--- config.mk ---
export PLATFORM = sky130hd
export DESIGN_NAME = spi_sb_xfer_ctrl
export DESIGN_NICKNAME = d
export VERILOG_FILES = /design/src/rtl/spi_sb_xfer_ctrl.sv
export SDC_FILE = /design/constraint.sdc
export NUM_CORES = 1
export LEC_CHECK = 0
export CAP_MARGIN = 20
export CORE_MARGIN = 4
export CORE_UTILIZATION = 45
export DETAILED_ROUTE_END_ITERATION = 10
export PLACE_DENSITY = 0.73
export REMOVE_ABC_BUFFERS = 1
export SLEW_MARGIN = 20
export SYNTH_ARGS = -nofsm -noshare
export SYNTH_HDL_FRONTEND = slang
export SYNTH_SLANG_ARGS = --single-unit
--- constraint.sdc ---
create_clock -name clk -period 2.4 [get_ports clk]
set_input_delay 0.72 -clock clk [delete_from_list [all_inputs] [get_ports clk]]
set_output_delay 0.72 -clock clk [all_outputs]
set_load 0.05 [all_outputs]
--- src/rtl/spi_sb_xfer_ctrl.sv ---
// Sequencer for the iCE40 SB_SPI hard-IP system bus: configures the IP after IPDONE,
// then turns fabric byte requests into CS / TXDR / SR-poll / RXDR bus accesses.
module spi_sb_xfer_ctrl #(
  parameter logic [3:0] BASE_NIB = 4'b0010,
  parameter logic [7:0] CR0_VAL  = 8'hFF,
  parameter logic [7:0] CR1_VAL  = 8'h80,
  parameter logic [7:0] CR2_VAL  = 8'hC0,
  parameter logic [7:0] BR_VAL   = 8'h3F,
  parameter logic [7:0] CS_ON    = 8'h0E,
  parameter int         ACK_TMO  = 16,
  parameter int         POLL_MAX = 1024
) (
  input  logic       clk,
  input  logic       reset,
  input  logic       ipdone,
  output logic       cfg_done,
  input  logic       req_valid,
  output logic       req_ready,
  input  logic [7:0] req_data,
  input  logic       req_last,
  output logic       rsp_valid,
  output logic [7:0] rsp_data,
  output logic       err,
  output logic       sb_stb,
  output logic       sb_wr,
  output logic [7:0] sb_addr,
  output logic [7:0] sb_wdata,
  input  logic [7:0] sb_rdata,
  input  logic       sb_ack,
  output logic       cs_active,
  output logic [3:0] fsm_state
);

  localparam logic [7:0] CS_OFF_VAL = 8'h0F;
  localparam int TMO_W  = $clog2(ACK_TMO + 1);
  localparam int POLL_W = $clog2(POLL_MAX + 1);
  localparam logic [TMO_W-1:0]  TMO_LAST  = TMO_W'(ACK_TMO - 1);
  localparam logic [POLL_W-1:0] POLL_LAST = POLL_W'(POLL_MAX - 1);

  typedef enum logic [3:0] {
    ST_WAIT_IP = 4'd0,
    ST_CFG     = 4'd1,
    ST_IDLE    = 4'd2,
    ST_CS_ON   = 4'd3,
    ST_TX      = 4'd4,
    ST_POLL    = 4'd5,
    ST_RX      = 4'd6,
    ST_CS_OFF  = 4'd7,
    ST_FAULT   = 4'd8
  } state_t;

  state_t            state_q, state_n;
  logic              gap_q, gap_n;
  logic [TMO_W-1:0]  tmo_q, tmo_n;
  logic [POLL_W-1:0] poll_q, poll_n;
  logic [2:0]        cfg_idx_q, cfg_idx_n;
  logic [7:0]        data_q, data_n;
  logic              last_q, last_n;
  logic              cs_q, cs_n;
  logic              err_q, err_n;
  logic              done_q, done_n;
  logic              rsp_valid_q, rsp_valid_n;
  logic [7:0]        rsp_data_q, rsp_data_n;
  logic              rrdy_q, rrdy_n;

  logic              acc_en, acc_wr;
  logic [3:0]        acc_reg;
  logic [7:0]        acc_wdata;

  // Bus access decode: each access state owns one register address; gap_q marks the idle cycle after ack.
  always_comb begin
    acc_en    = 1'b0;
    acc_wr    = 1'b0;
    acc_reg   = 4'h0;
    acc_wdata = 8'h00;
    case (state_q)
      ST_CFG: begin
        acc_en = 1'b1;
        acc_wr = 1'b1;
        case (cfg_idx_q)
          3'd0:    begin acc_reg = 4'h8; acc_wdata = CR0_VAL;    end
          3'd1:    begin acc_reg = 4'h9; acc_wdata = CR1_VAL;    end
          3'd2:    begin acc_reg = 4'hA; acc_wdata = CR2_VAL;    end
          3'd3:    begin acc_reg = 4'hB; acc_wdata = BR_VAL;     end
          default: begin acc_reg = 4'hF; acc_wdata = CS_OFF_VAL; end
        endcase
      end
      ST_CS_ON:  begin acc_en = 1'b1; acc_wr = 1'b1; acc_reg = 4'hF; acc_wdata = CS_ON;      end
      ST_TX:     begin acc_en = 1'b1; acc_wr = 1'b1; acc_reg = 4'hD; acc_wdata = data_q;     end
      ST_POLL:   begin acc_en = 1'b1; acc_reg = 4'hC;                                        end
      ST_RX:     begin acc_en = 1'b1; acc_reg = 4'hE;                                        end
      ST_CS_OFF: begin acc_en = 1'b1; acc_wr = 1'b1; acc_reg = 4'hF; acc_wdata = CS_OFF_VAL; end
      default:   ;
    endcase
  end

  always_comb begin
    state_n     = state_q;
    gap_n       = gap_q;
    tmo_n       = tmo_q;
    poll_n      = poll_q;
    cfg_idx_n   = cfg_idx_q;
    data_n      = data_q;
    last_n      = last_q;
    cs_n        = cs_q;
    err_n       = err_q;
    done_n      = done_q;
    rsp_valid_n = 1'b0;
    rsp_data_n  = rsp_data_q;
    rrdy_n      = rrdy_q;
    if (acc_en && !gap_q) begin
      if (sb_ack) begin
        gap_n  = 1'b1;
        tmo_n  = '0;
        rrdy_n = sb_rdata[3];
        if (state_q == ST_RX) begin
          rsp_valid_n = 1'b1;
          rsp_data_n  = sb_rdata;
        end
      end else if (tmo_q == TMO_LAST) begin
        state_n = ST_FAULT;
        err_n   = 1'b1;
        tmo_n   = '0;
      end else begin
        tmo_n = tmo_q + 1'b1;
      end
    end else begin
      // Idle cycle after an acked access (or a non-access state): decide what comes next.
      gap_n = 1'b0;
      case (state_q)
        ST_WAIT_IP: if (ipdone) begin
          state_n   = ST_CFG;
          cfg_idx_n = 3'd0;
        end
        ST_CFG: if (cfg_idx_q == 3'd4) begin
          done_n  = 1'b1;
          state_n = ST_IDLE;
        end else begin
          cfg_idx_n = cfg_idx_q + 3'd1;
        end
        ST_IDLE: if (req_valid) begin
          data_n  = req_data;
          last_n  = req_last;
          state_n = cs_q ? ST_TX : ST_CS_ON;
        end
        ST_CS_ON: begin
          cs_n    = 1'b1;
          state_n = ST_TX;
        end
        ST_TX: begin
          poll_n  = '0;
          state_n = ST_POLL;
        end
        ST_POLL: if (rrdy_q) begin
          state_n = ST_RX;
        end else if (poll_q == POLL_LAST) begin
          err_n   = 1'b1;
          state_n = ST_FAULT;
        end else begin
          poll_n = poll_q + 1'b1;
        end
        ST_RX:     state_n = last_q ? ST_CS_OFF : ST_IDLE;
        ST_CS_OFF: begin
          cs_n    = 1'b0;
          state_n = ST_IDLE;
        end
        default: ;
      endcase
    end
  end

  always_ff @(posedge clk or posedge reset) begin
    if (reset) begin
      state_q     <= ST_WAIT_IP;
      gap_q       <= 1'b0;
      tmo_q       <= '0;
      poll_q      <= '0;
      cfg_idx_q   <= 3'd0;
      data_q      <= 8'h00;
      last_q      <= 1'b0;
      cs_q        <= 1'b0;
      err_q       <= 1'b0;
      done_q      <= 1'b0;
      rsp_valid_q <= 1'b0;
      rsp_data_q  <= 8'h00;
      rrdy_q      <= 1'b0;
    end else begin
      state_q     <= state_n;
      gap_q       <= gap_n;
      tmo_q       <= tmo_n;
      poll_q      <= poll_n;
      cfg_idx_q   <= cfg_idx_n;
      data_q      <= data_n;
      last_q      <= last_n;
      cs_q        <= cs_n;
      err_q       <= err_n;
      done_q      <= done_n;
      rsp_valid_q <= rsp_valid_n;
      rsp_data_q  <= rsp_data_n;
      rrdy_q      <= rrdy_n;
    end
  end

  // Bus fields are zero whenever no access is in flight, so the bus is quiet between accesses.
  assign sb_stb    = acc_en && !gap_q;
  assign sb_wr     = sb_stb && acc_wr;
  assign sb_addr   = sb_stb ? {BASE_NIB, acc_reg} : 8'h00;
  assign sb_wdata  = sb_stb ? acc_wdata : 8'h00;
  assign req_ready = (state_q == ST_IDLE);
  assign rsp_valid = rsp_valid_q;
  assign rsp_data  = rsp_data_q;
  assign cfg_done  = done_q;
  assign err       = err_q;
  assign cs_active = cs_q;
  assign fsm_state = state_q;

endmodule

==> out/summary.txt <==
full die area = 0.00688 sq mm
area of the mapped netlist = 0.00253 sq mm
final worst slack = -0.333 ns
slew of the pin with the lowest slew margin = 0.507 ns
worst hold path type = flop to flop
final routed DRC violation total = 0
first-pass GRT wire length = 10700 microns
largest net degree at the start of global routing = 47
top_reg_cell synth = dfrtp_1
Die Y = 83.0 microns
leading area contributor after synthesis = dfrtp_1
startpoint types = flop
Initial Util = 0.462
unique cell type count in the Yosys netlist = 53
clk_lat worst skew = 0.30 ns
Setup CP Type = flop to primary output
busiest layer in global routing = met2
#FFs+latches synth = 46
critical path required time = 1.68 ns
Global Route met3 Usage = 0.0437
vias in the first global route = 2227
area grow syn2layout = 55.4%
Final min period = 2.73 ns
relative slew slack = 0.661
Async S/R FF share, synth = 1.00
CTS tree = built
# diodes = 0
GRT Total Usage = 0.187
share of the synthesized area in the top cell type = 0.455
Leak = 0.00163 uW
vias per cell = 5.48
WL/cell = 16.9 microns
CTS Sinks = 46
initial drt markers = 123
Final Hold Viols = 0
met2 Use GR = 0.316
layout cell share with drive strength beyond 1 = 0.406
Detailed Routing Iterations Pass 1 = 4
Clk pin slew, worst setup/hold paths = 0.09 ns
total CTS buffers = 5
largest fanout on the critical path = 4
pwr/cell area = 340 mW/mm^2
PnR Total Power = 1340 uW
clk buf depth = 2
IO buf count = 53
fillers = 378
placed wire-length estimate = 4440 microns
endpoint class of the critical path = primary output
Die Wd = 83.0 microns
Max Cap Viol = 0
Seq/Total Area, Yosys = 0.455
YS warnings = 0
CTS Root Cell = clkbuf_8
worst path arrival time = 2.01 ns
Layout Skew = 0.00478 ns
peak supply drop = 393 uV
final layout net count = 373
RSZ-0062 raised after global routing = true
Post-Syn Area per Cell = 9.96 sq um
Vias = 2286
Synth area leaders = dfrtp_1 46%, mux2_2 7.1%, ha_1 3.5%, nand2_1 3.4%, nor2_1 3.3%
I/O pin cnt = 57
row count = 27
Post-synth EDFFs = 0
Core Region = 0.00547 sq mm
Cells after Synth = 254
CTS H-tree lvls = 2
failing checks = setup timing
initial antenna violation count = 0
crit share post-route = 1.14
fmax = 366 MHz
WL final = 7050 microns
Post-Route Utilization = 0.718
GRT overflow = 0
antenna-violating nets left = 0
GR Layer Usage met1 = 0.238
status = finished, violations left
final setup violation count = 12
max-slew violation count = 0
RePlAce Congestion = 0.871
Post-CTS Hold Buffers = 0
per-stage QoR:
stage / TNS, ns / cells / hold WS [ns] / setup slack, ns / area (sq um)
floorplan: -32.37 / 242 / 0.464 / -1.47 / 2460
global placement: 0 / 393 / 0.459 / 0.0484 / 3400
detailed placement: 0 / 393 / 0.455 / 0.00783 / 3400
CTS: -2.01 / 407 / 0.478 / -0.267 / 3650
global route: -3.28 / 417 / 0.508 / -0.389 / 3930
finish: -2.41 / 417 / 0.471 / -0.333 / 3930
cells in the mapped netlist (all sizes together) (2+ instances only):
library cell and instances:
a2111oi 3, a221oi 4, nand2b 2, a21oi 15, dfrtp 46, nor3 7, nand3 9, or2 3
a21boi 2, a31oi 2, mux2i 5, o41ai 2, xnor2 9, nor2b 3, buf 9, clkbuf 5
nand2 23, o21ai 18, mux2 19, a211oi 4, a22oi 2, inv 13, nand4 3, ha 7
nor2 22, and2 2
layout make-up:
type | instances | area [sq um] | share of cell area
clock buffer | 5 | 68.8 | 0.0175
clock inverter | 3 | 23.8 | 0.00605
inverter | 13 | 60.1 | 0.0153
multi-input combinational | 183 | 1510 | 0.385
sequential | 46 | 1160 | 0.295
tap | 72 | 90.1 | 0.0229
timing repair buffer | 95 | 1020 | 0.259
flip-flops by register name, summed over array words and instances, names as in the netlist:
| register | count |
|---|---|
| gap_q | 1 |
| tmo_q | 5 |
| rsp_valid | 1 |
| cs_active | 1 |
| cfg_done | 1 |
| last_q | 1 |
| err | 1 |
| fsm_state | 4 |
| data_q | 8 |
| rrdy_q | 1 |
| rsp_data | 8 |
| cfg_idx_q | 3 |
| poll_q | 11 |
placed cells by master, fill, tap and decap left out, types with 2 or more instances in the layout:
cell type / n
inv_1: 8
conb_1: 3
a22oi_2: 2
clkinvlp_4: 3
nor2b_1: 2
mux2i_1: 5
ha_4: 5
buf_12: 14
dfrtp_2: 5
o21ai_0: 13
nor2_2: 3
or2_1: 2
o21ai_1: 3
clkdlybuf4s50_1: 33
nor2_1: 16
inv_4: 3
nor3_1: 4
buf_6: 12
clkbuf_8: 5
ha_1: 2
and2_1: 2
a221oi_1: 2
dfrtp_1: 41
a2111oi_2: 2
buf_4: 36
mux2_2: 16
xnor2_1: 9
o21ai_2: 2
mux2_1: 3
a21oi_2: 7
a211oi_1: 3
nor3_2: 3
nand2_1: 23
a21oi_1: 7
a221oi_2: 2
nor2_4: 3
a21boi_2: 2
nand4_1: 3
nand3_1: 8
power breakdown:
part / internal (uW) / total (uW) / switching (uW)
combinational: 35.7 / 69.2 / 33.5
clock: 209 / 493 / 285
sequential: 774 / 774 / 0
layer usage:
| layer | up-vias | routed length (microns) |
|---|---|---|
| li1 | 1080 | - |
| met1 | 1115 | 3020 |
| met2 | 80 | 3530 |
| met3 | 11 | 401 |
| met4 | 0 | 98 |
| met5 | - | 0 |
cell families (layout without fill, tap and decap cells):
group / Yosys count / count (layout) / share of synthesized area
other cells: 1 / 3 / 0.00148
fa+ha+maj: 7 / 7 / 0.0346
compound gates: 59 / 59 / 0.164
simple gates: 81 / 81 / 0.158
xor+xnor: 9 / 9 / 0.0312
flops: 46 / 46 / 0.455
mux: 24 / 24 / 0.104
buf+inv: 27 / 116 / 0.0510
critical path, stage by stage (launching register included):
cell     delay [ns]
dfrtp_2        0.47
inv_4          0.07
ha_4           0.19
nor2_4         0.12
nor2_4         0.08
o31ai_4        0.23
a21oi_2        0.09
nor3_2         0.16
buf_4          0.16
buf_12         0.13
what timing repair did:
item                       CTS  global route
cloned                       0             0
gates resized for setup     31            46
setup buffers                6            11
setup endpoints to repair   12            15
pin swaps                   10            16
final timing paths:
path                               from            to  slack (ns)  cells past startpoint
max                        cfg_idx_q[1]    sb_addr[2]       -0.33                      9
min                                 err           err        0.47                      1
max reg2reg                fsm_state[0]  fsm_state[2]        0.13                      9
min reg2reg                         err           err        0.47                      1
max in group asynchronous         reset  fsm_state[3]        1.40                      3
min in group asynchronous         reset     data_q[2]        0.76                      3
(Power assumes the default switching activity.)
